--- config.mk ---
export PLATFORM = sky130hd
export DESIGN_NAME = mips_mc_controller_flat
export DESIGN_NICKNAME = d
export VERILOG_FILES = /design/src/rtl/mips_mc_controller_if.sv /design/src/rtl/mips_mc_controller.sv /design/src/flat_wrapper.sv
export SDC_FILE = /design/constraint.sdc
export NUM_CORES = 1
export LEC_CHECK = 0
export ABC_CLOCK_PERIOD_IN_PS = 1700
export BUFFER_PORTS_ARGS = -buffer_cell sky130_fd_sc_hd__buf_2
export CAP_MARGIN = 15
export CORE_UTILIZATION = 50
export CTS_CLUSTER_DIAMETER = 30
export DETAILED_ROUTE_END_ITERATION = 10
export PLACE_DENSITY = 0.8
export REMOVE_ABC_BUFFERS = 1
export SETUP_SLACK_MARGIN = 0.05
export SLEW_MARGIN = 5
export SYNTH_ARGS = -nofsm -noshare
export SYNTH_HDL_FRONTEND = slang
export SYNTH_SLANG_ARGS = --single-unit
--- constraint.sdc ---
create_clock -name clk -period 1.7 [get_ports clk]
set_input_delay 0.17 -clock clk [delete_from_list [all_inputs] [get_ports clk]]
set_output_delay 0.17 -clock clk [all_outputs]
set_load 0.03 [all_outputs]
--- src/rtl/mips_mc_controller_if.sv ---
// Control bus between the multi-cycle MIPS controller and its datapath.
// The controller owns the master modport; the datapath (or a bench) uses slave.
interface mips_mc_controller_if;
    // Datapath status towards the controller
    logic [5:0] opcode;
    logic [5:0] funct;
    logic       zero;
    logic       mem_ready;

    // Datapath control from the controller
    logic       PCEn;
    logic       IorD;
    logic       MemWrite;
    logic       IRWrite;
    logic       PCWrite;
    logic       branch;
    logic       PCSrc;
    logic       MemtoReg;
    logic       RegDst;
    logic       RegWrite;
    logic       ALUSrcA;
    logic [1:0] ALUSrcB;
    logic [2:0] ALUControl;

    // Status and debug
    logic       illegal_op;
    logic       mem_timeout;
    logic [3:0] state;

    modport master (
        input  opcode, funct, zero, mem_ready,
        output PCEn, IorD, MemWrite, IRWrite, PCWrite, branch, PCSrc,
               MemtoReg, RegDst, RegWrite, ALUSrcA, ALUSrcB, ALUControl,
               illegal_op, mem_timeout, state
    );

    modport slave (
        output opcode, funct, zero, mem_ready,
        input  PCEn, IorD, MemWrite, IRWrite, PCWrite, branch, PCSrc,
               MemtoReg, RegDst, RegWrite, ALUSrcA, ALUSrcB, ALUControl,
               illegal_op, mem_timeout, state
    );
endinterface

--- src/rtl/mips_mc_controller.sv ---
// Moore-style multi-cycle control FSM for the 64-bit MIPS datapath.
// Sequences fetch/decode/execute/memory/writeback, waits on a slow unified
// memory through mem_ready and flags a stuck memory with a sticky timeout.
// CNT_W must be wide enough that TIMEOUT fits (2**CNT_W > TIMEOUT).
module mips_mc_controller #(
    parameter int TIMEOUT = 255,
    parameter int CNT_W   = 8
) (
    input  logic                  clk,
    input  logic                  reset,
    mips_mc_controller_if.master  bus
);

    localparam logic [3:0] FETCH  = 4'd0;
    localparam logic [3:0] DECODE = 4'd1;
    localparam logic [3:0] MEMADR = 4'd2;
    localparam logic [3:0] MEMRD  = 4'd3;
    localparam logic [3:0] MEMWB  = 4'd4;
    localparam logic [3:0] MEMWR  = 4'd5;
    localparam logic [3:0] EXEC   = 4'd6;
    localparam logic [3:0] ALUWB  = 4'd7;
    localparam logic [3:0] BRANCH = 4'd8;
    localparam logic [3:0] ADDIEX = 4'd9;
    localparam logic [3:0] ADDIWB = 4'd10;

    localparam logic [5:0] OP_RTYPE = 6'b000000;
    localparam logic [5:0] OP_LW    = 6'b100011;
    localparam logic [5:0] OP_SW    = 6'b101011;
    localparam logic [5:0] OP_BEQ   = 6'b000100;
    localparam logic [5:0] OP_ADDI  = 6'b001000;

    localparam logic [2:0] ALU_ADD = 3'b010;
    localparam logic [2:0] ALU_SUB = 3'b110;
    localparam logic [2:0] ALU_AND = 3'b000;
    localparam logic [2:0] ALU_OR  = 3'b001;
    localparam logic [2:0] ALU_SLT = 3'b111;

    localparam logic [1:0] SRCB_B    = 2'b00;
    localparam logic [1:0] SRCB_FOUR = 2'b01;
    localparam logic [1:0] SRCB_IMM  = 2'b10;
    localparam logic [1:0] SRCB_IMM4 = 2'b11;

    localparam logic [CNT_W-1:0] TMAX = CNT_W'(TIMEOUT);

    // R-type funct decode: {legal, ALUControl}; unknown functs fall back to add
    function automatic logic [3:0] funct_dec(input logic [5:0] f);
        logic [3:0] r;
        case (f)
            6'b100000: r = {1'b1, ALU_ADD};
            6'b100010: r = {1'b1, ALU_SUB};
            6'b100100: r = {1'b1, ALU_AND};
            6'b100101: r = {1'b1, ALU_OR};
            6'b101010: r = {1'b1, ALU_SLT};
            default:   r = {1'b0, ALU_ADD};
        endcase
        return r;
    endfunction

    logic [3:0]       state_q;
    logic [3:0]       state_d;
    logic [CNT_W-1:0] cnt_q;
    logic [CNT_W-1:0] cnt_inc;
    logic             mem_timeout_q;
    logic             waiting;
    logic             fn_legal;
    logic [2:0]       fn_alu;

    logic             pcwrite_c;
    logic             irwrite_c;
    logic             memwrite_c;
    logic             regwrite_c;
    logic             branch_c;
    logic             illegal_c;
    logic             iord_c;
    logic             pcsrc_c;
    logic             memtoreg_c;
    logic             regdst_c;
    logic             alusrca_c;
    logic [1:0]       alusrcb_c;
    logic [2:0]       aluctl_c;

    assign {fn_legal, fn_alu} = funct_dec(bus.funct);

    // The FSM only leaves a wait state on mem_ready=1, so "not waiting" also
    // covers the clear-on-state-change rule for the wait counter.
    assign waiting = ((state_q == FETCH) || (state_q == MEMRD) || (state_q == MEMWR))
                     && !bus.mem_ready;
    assign cnt_inc = (cnt_q == TMAX) ? cnt_q : cnt_q + CNT_W'(1);

    // Next-state and per-state control decode; unlisted outputs default to 0
    always_comb begin
        state_d    = state_q;
        pcwrite_c  = 1'b0;
        irwrite_c  = 1'b0;
        memwrite_c = 1'b0;
        regwrite_c = 1'b0;
        branch_c   = 1'b0;
        illegal_c  = 1'b0;
        iord_c     = 1'b0;
        pcsrc_c    = 1'b0;
        memtoreg_c = 1'b0;
        regdst_c   = 1'b0;
        alusrca_c  = 1'b0;
        alusrcb_c  = SRCB_B;
        aluctl_c   = ALU_AND;
        case (state_q)
            FETCH: begin
                alusrcb_c = SRCB_FOUR;
                aluctl_c  = ALU_ADD;
                if (bus.mem_ready) begin
                    irwrite_c = 1'b1;
                    pcwrite_c = 1'b1;
                    state_d   = DECODE;
                end
            end
            DECODE: begin
                // Branch target pc+4+(imm<<2) lands in ALUOut here
                alusrcb_c = SRCB_IMM4;
                aluctl_c  = ALU_ADD;
                case (bus.opcode)
                    OP_LW, OP_SW: state_d = MEMADR;
                    OP_RTYPE:     state_d = EXEC;
                    OP_BEQ:       state_d = BRANCH;
                    OP_ADDI:      state_d = ADDIEX;
                    default: begin
                        illegal_c = 1'b1;
                        state_d   = FETCH;
                    end
                endcase
            end
            MEMADR: begin
                alusrca_c = 1'b1;
                alusrcb_c = SRCB_IMM;
                aluctl_c  = ALU_ADD;
                state_d   = (bus.opcode == OP_LW) ? MEMRD : MEMWR;
            end
            MEMRD: begin
                // ALU settings held so ALUOut (the address) stays stable
                iord_c    = 1'b1;
                alusrca_c = 1'b1;
                alusrcb_c = SRCB_IMM;
                aluctl_c  = ALU_ADD;
                if (bus.mem_ready) state_d = MEMWB;
            end
            MEMWB: begin
                memtoreg_c = 1'b1;
                regwrite_c = 1'b1;
                state_d    = FETCH;
            end
            MEMWR: begin
                iord_c     = 1'b1;
                memwrite_c = 1'b1;
                alusrca_c  = 1'b1;
                alusrcb_c  = SRCB_IMM;
                aluctl_c   = ALU_ADD;
                if (bus.mem_ready) state_d = FETCH;
            end
            EXEC: begin
                alusrca_c = 1'b1;
                alusrcb_c = SRCB_B;
                aluctl_c  = fn_alu;
                if (fn_legal) begin
                    state_d = ALUWB;
                end else begin
                    illegal_c = 1'b1;
                    state_d   = FETCH;
                end
            end
            ALUWB: begin
                regdst_c   = 1'b1;
                regwrite_c = 1'b1;
                aluctl_c   = fn_alu;
                state_d    = FETCH;
            end
            BRANCH: begin
                alusrca_c = 1'b1;
                alusrcb_c = SRCB_B;
                aluctl_c  = ALU_SUB;
                branch_c  = 1'b1;
                pcsrc_c   = 1'b1;
                state_d   = FETCH;
            end
            ADDIEX: begin
                alusrca_c = 1'b1;
                alusrcb_c = SRCB_IMM;
                aluctl_c  = ALU_ADD;
                state_d   = ADDIWB;
            end
            ADDIWB: begin
                regwrite_c = 1'b1;
                alusrca_c  = 1'b1;
                alusrcb_c  = SRCB_IMM;
                aluctl_c   = ALU_ADD;
                state_d    = FETCH;
            end
            default: state_d = FETCH;
        endcase
    end

    // State register
    always_ff @(posedge clk or negedge reset) begin
        if (!reset) state_q <= FETCH;
        else        state_q <= state_d;
    end

    // Memory wait counter with saturating count and sticky timeout flag
    always_ff @(posedge clk or negedge reset) begin
        if (!reset) begin
            cnt_q         <= '0;
            mem_timeout_q <= 1'b0;
        end else begin
            cnt_q <= waiting ? cnt_inc : '0;
            if (waiting && (cnt_inc == TMAX)) mem_timeout_q <= 1'b1;
        end
    end

    // Write strobes are gated by reset so they drop the moment reset asserts
    assign bus.PCEn       = (pcwrite_c | (branch_c & bus.zero)) & reset;
    assign bus.PCWrite    = pcwrite_c  & reset;
    assign bus.IRWrite    = irwrite_c  & reset;
    assign bus.MemWrite   = memwrite_c & reset;
    assign bus.RegWrite   = regwrite_c & reset;
    assign bus.branch     = branch_c   & reset;
    assign bus.illegal_op = illegal_c  & reset;

    assign bus.IorD        = iord_c;
    assign bus.PCSrc       = pcsrc_c;
    assign bus.MemtoReg    = memtoreg_c;
    assign bus.RegDst      = regdst_c;
    assign bus.ALUSrcA     = alusrca_c;
    assign bus.ALUSrcB     = alusrcb_c;
    assign bus.ALUControl  = aluctl_c;
    assign bus.mem_timeout = mem_timeout_q;
    assign bus.state       = state_q;

endmodule

--- src/flat_wrapper.sv ---
// flat-port wrapper written by rule: the top's interface ports become plain ports
module mips_mc_controller_flat 
#(
    parameter int TIMEOUT = 255,
    parameter int CNT_W   = 8
)
  (clk, reset, bus_opcode, bus_funct, bus_zero, bus_mem_ready, bus_PCEn, bus_IorD, bus_MemWrite, bus_IRWrite, bus_PCWrite, bus_branch, bus_PCSrc, bus_MemtoReg, bus_RegDst, bus_RegWrite, bus_ALUSrcA, bus_ALUSrcB, bus_ALUControl, bus_illegal_op, bus_mem_timeout, bus_state);
  mips_mc_controller_if bus_i ();
  input  logic clk;
  input  logic reset;
  input wire logic [$bits(bus_i.opcode)-1:0] bus_opcode;
  input wire logic [$bits(bus_i.funct)-1:0] bus_funct;
  input wire logic [$bits(bus_i.zero)-1:0] bus_zero;
  input wire logic [$bits(bus_i.mem_ready)-1:0] bus_mem_ready;
  output wire logic [$bits(bus_i.PCEn)-1:0] bus_PCEn;
  output wire logic [$bits(bus_i.IorD)-1:0] bus_IorD;
  output wire logic [$bits(bus_i.MemWrite)-1:0] bus_MemWrite;
  output wire logic [$bits(bus_i.IRWrite)-1:0] bus_IRWrite;
  output wire logic [$bits(bus_i.PCWrite)-1:0] bus_PCWrite;
  output wire logic [$bits(bus_i.branch)-1:0] bus_branch;
  output wire logic [$bits(bus_i.PCSrc)-1:0] bus_PCSrc;
  output wire logic [$bits(bus_i.MemtoReg)-1:0] bus_MemtoReg;
  output wire logic [$bits(bus_i.RegDst)-1:0] bus_RegDst;
  output wire logic [$bits(bus_i.RegWrite)-1:0] bus_RegWrite;
  output wire logic [$bits(bus_i.ALUSrcA)-1:0] bus_ALUSrcA;
  output wire logic [$bits(bus_i.ALUSrcB)-1:0] bus_ALUSrcB;
  output wire logic [$bits(bus_i.ALUControl)-1:0] bus_ALUControl;
  output wire logic [$bits(bus_i.illegal_op)-1:0] bus_illegal_op;
  output wire logic [$bits(bus_i.mem_timeout)-1:0] bus_mem_timeout;
  output wire logic [$bits(bus_i.state)-1:0] bus_state;
  assign bus_i.opcode = bus_opcode;
  assign bus_i.funct = bus_funct;
  assign bus_i.zero = bus_zero;
  assign bus_i.mem_ready = bus_mem_ready;
  assign bus_PCEn = bus_i.PCEn;
  assign bus_IorD = bus_i.IorD;
  assign bus_MemWrite = bus_i.MemWrite;
  assign bus_IRWrite = bus_i.IRWrite;
  assign bus_PCWrite = bus_i.PCWrite;
  assign bus_branch = bus_i.branch;
  assign bus_PCSrc = bus_i.PCSrc;
  assign bus_MemtoReg = bus_i.MemtoReg;
  assign bus_RegDst = bus_i.RegDst;
  assign bus_RegWrite = bus_i.RegWrite;
  assign bus_ALUSrcA = bus_i.ALUSrcA;
  assign bus_ALUSrcB = bus_i.ALUSrcB;
  assign bus_ALUControl = bus_i.ALUControl;
  assign bus_illegal_op = bus_i.illegal_op;
  assign bus_mem_timeout = bus_i.mem_timeout;
  assign bus_state = bus_i.state;
  mips_mc_controller #(.TIMEOUT(TIMEOUT), .CNT_W(CNT_W)) u_core (.clk(clk), .reset(reset), .bus(bus_i));
endmodule
==> impl_metrics.env <==
export IMPL_syn_area_mm2=0.00115
export IMPL_synthFlopType="dfrtp_1"
export IMPL_slew_viol_final=0
export IMPL_post_route_cell_area_mm2=0.00170
export IMPL_dr_pass1_iters=8
export IMPL_htree_levels=1
export IMPL_slowest_stage="dfrtp_2"
export IMPL_tns_ps=-312
export IMPL_cp_required_ps=1530
export IMPL_fin_skew_ps=3.89
export IMPL_ios=38
export IMPL_drv_cap=0
export IMPL_core_area_mm2=0.00206
export IMPL_clk_latency_ps=280
export IMPL_p_sw_share_pct=37.2
export IMPL_ys_ff_latch=13
export IMPL_pwr_share_seq_pct=38.0
export IMPL_dpl_worst_slack_ps=63.0
export IMPL_n_antenna_cell=0
export IMPL_drt_iter0_drc=172
export IMPL_hpwlAfterDp_mm=2.35
export IMPL_yosysSeqAreaShare_pct=28.4
export IMPL_cp_max_fo=8
export IMPL_crit_arrival_ps=1610
export IMPL_areaGrowthSynthToFinish_pct=48.3
export IMPL_p_leak_nw=0.787
export IMPL_min_period_ps=1780
export IMPL_die_area_mm2=0.00249
export IMPL_grt_overflow_total=0
export IMPL_setup_ws_ps=-82.7
export IMPL_finalPower_mw=0.888
export IMPL_fin_crit_sh_pct=105
export IMPL_grt_pass1_wl_mm=5.81
export IMPL_multi_input_area_um2=842
export IMPL_place_gp_congestion=0.851
export IMPL_wl_per_cell_um=19.0
export IMPL_dr_total_vias=1518
export IMPL_critical_path_max_stage_delay_ps=470
export IMPL_max_freq_mhz=561
export IMPL_yosys_warnings=0
export IMPL_pwr_share_clk_pct=21.9
export IMPL_vias_per_cell=6.52
export IMPL_clkTransAtPathRegs_ps=80
export IMPL_cts_tree="yes"
export IMPL_rows=16
export IMPL_nNetsFinal=224
export IMPL_worstPathCellList="buf_6 -> nor4_4 -> and2_4 -> a21o_1 -> buf_6"
export IMPL_crit_buf_inv=2
export IMPL_combPwrFrac_pct=40.1
export IMPL_syn_inst=149
export IMPL_start_kind="flop"
export IMPL_outcome="finished, violations left"
export IMPL_ant_nets=0
export IMPL_cts_buffer_depth=2
export IMPL_clkSinkCount=13
export IMPL_final_layout_size_suffix_gt1_share_pct=44.2
export IMPL_hold_viol_final=0
export IMPL_max_slew_worst_pin_slew_ps=366
export IMPL_violations="negative setup slack"
export IMPL_die_h_um=49.9
export IMPL_rsz0062_at_grt="true"
export IMPL_syn_area_per_cell_um2=7.70
export IMPL_p_switching_mw=0.331
export IMPL_grt_max_degree=10
export IMPL_root_buffer="clkbuf_4"
export IMPL_grt_pass1_vias=1341
export IMPL_stdcell_count=233
export IMPL_path_class="reg -> out"
export IMPL_wl_mm=4.43
export IMPL_synth_cell_type_count=48
export IMPL_critPathTopFamily="flip-flops"
export IMPL_cellPowerDensity_mw_per_mm2=522
export IMPL_track_usage_pct=30.4
export IMPL_ir_drop_mv=0.541
export IMPL_final_core_utilization_pct=82.5
export IMPL_synthArstFlopShare_pct=100
export IMPL_fillerInstances=113
export IMPL_critPathCaptureType="primary output"
export IMPL_antenna_found_initial=0
export IMPL_fp_dieW_um=49.9
export IMPL_final_cell_mix="26 x buf_4, 24 x buf_2, 19 x nor2_1"
export IMPL_setup_violations=7
export IMPL_place_inst=214
export IMPL_io_buffers=37
export IMPL_remaining_drc_errors=0
export IMPL_synth_edf_count=0
export IMPL_holdWs_ps=275
export IMPL_seqCellArea_um2=330
export IMPL_place_area_mm2=0.00140
export IMPL_final_common_cell="buf_4"
export IMPL_hp_class="in -> reg"
export IMPL_start_util_pct=55.6
export IMPL_cell_internal_pwr_mw=0.557
export IMPL_numCtsBuffers=3
export IMPL_crit_top_cell="buf_6"
export IMPL_maxSlewHeadroom_pct=75.2
## power by group through the flow
stage | combinational (mW) | sequential, mW | clock (mW)
global placement | 0.250 | 0.346 | 0
floorplan | 0.139 | 0.360 | 0
detailed placement | 0.256 | 0.347 | 0
CTS | 0.317 | 0.334 | 0.198
global route | 0.374 | 0.338 | 0.213
finish | 0.356 | 0.337 | 0.195
## worst paths after layout
| check | slack, ps | cells past startpoint | to | from |
|---|---|---|---|---|
| max | -80 | 5 | bus_PCEn | u_core.bus.state[2]$_DFFE_PN0P_ |
| min | 280 | 3 | u_core.bus.state[3]$_DFFE_PN0P_ | bus_opcode[4] |
| max reg2reg | 30 | 5 | u_core.bus.state[0]$_DFFE_PN0P_ | u_core.bus.state[3]$_DFFE_PN0P_ |
| min reg2reg | 580 | 2 | u_core.cnt_q[1]$_DFF_PN0_ | u_core.cnt_q[1]$_DFF_PN0_ |
| max in group asynchronous | 1030 | 3 | u_core.bus.mem_timeout$_DFFE_PN0P_ | reset |
| min in group asynchronous | 290 | 2 | u_core.bus.state[2]$_DFFE_PN0P_ | reset |
## tightest hold or removal path: stages
cell,delay (ps)
buf_2,110
nor3_1,80
o21a_1,170
## registers in the layout (all words and copies together) (netlist names)
signal                  cells
u_core.cnt_q                8
u_core.bus.mem_timeout      1
u_core.bus.state            4
## cell type report
class                      instances  share of cell area [%]
multi-input combinational        122                    49.5
timing repair buffer              62                    26.4
sequential                        13                    19.4
tap                               27                    1.99
clock buffer                       3                    1.32
inverter                           5                    1.10
clock inverter                     1                   0.294
## timing repair
item,in CTS,in global routing
resized for setup,32,20
endpoints found under the setup margin,17,20
hold buffers,1,0
endpoints found under the hold margin,13,0
buffers inserted,11,3
pin swaps,4,8
## kinds of logic (layout without fill, tap and decap cells)
logic type	Yosys count	after routing	synth area share [%]
simple gates	74	74	33.9
compound gates	40	40	25.1
buf+inv	14	71	5.56
flops	13	13	28.4
xor+xnor	5	5	3.82
mux	2	2	2.18
fa+ha+maj	1	1	1.09
## Yosys cell counts, types with 2 or more instances
| cell type | n | area, µm² |
|---|---|---|
| nor2b_1 | 2 | 12.5 |
| o311ai_1 | 3 | 26.3 |
| or3_1 | 2 | 12.5 |
| nand4_1 | 2 | 12.5 |
| inv_1 | 5 | 18.8 |
| nand3_1 | 4 | 20.0 |
| nor2_1 | 21 | 78.8 |
| nor3_1 | 14 | 70.1 |
| nand2b_1 | 5 | 31.3 |
| nand2_1 | 10 | 37.5 |
| a211oi_1 | 2 | 15.0 |
| a21oi_1 | 8 | 40.0 |
| o21ai_0 | 3 | 15.0 |
| dfrtp_1 | 13 | 325 |
| nand3b_1 | 2 | 15.0 |
| o21a_1 | 5 | 37.5 |
| clkbuf_1 | 5 | 18.8 |
| buf_4 | 3 | 22.5 |
| xor2_1 | 3 | 26.3 |
| a31oi_1 | 2 | 12.5 |
| xnor2_1 | 2 | 17.5 |
| o21ai_1 | 3 | 15.0 |
| a21o_1 | 3 | 22.5 |
| and3_1 | 3 | 18.8 |
## routing by layer
| layer | part of all wire (%) | vias to the layer above | track usage [%] |
|---|---|---|---|
| met3 | 8.0 | 22 | 5.56 |
| met1 | 37 | 729 | 37.5 |
| met2 | 51 | 97 | 53.2 |
| met4 | 3.7 | 0 | 9.05 |
| li1 | - | 670 | - |
| met5 | 0 | - | 0 |
(Power assumes the default switching activity.)
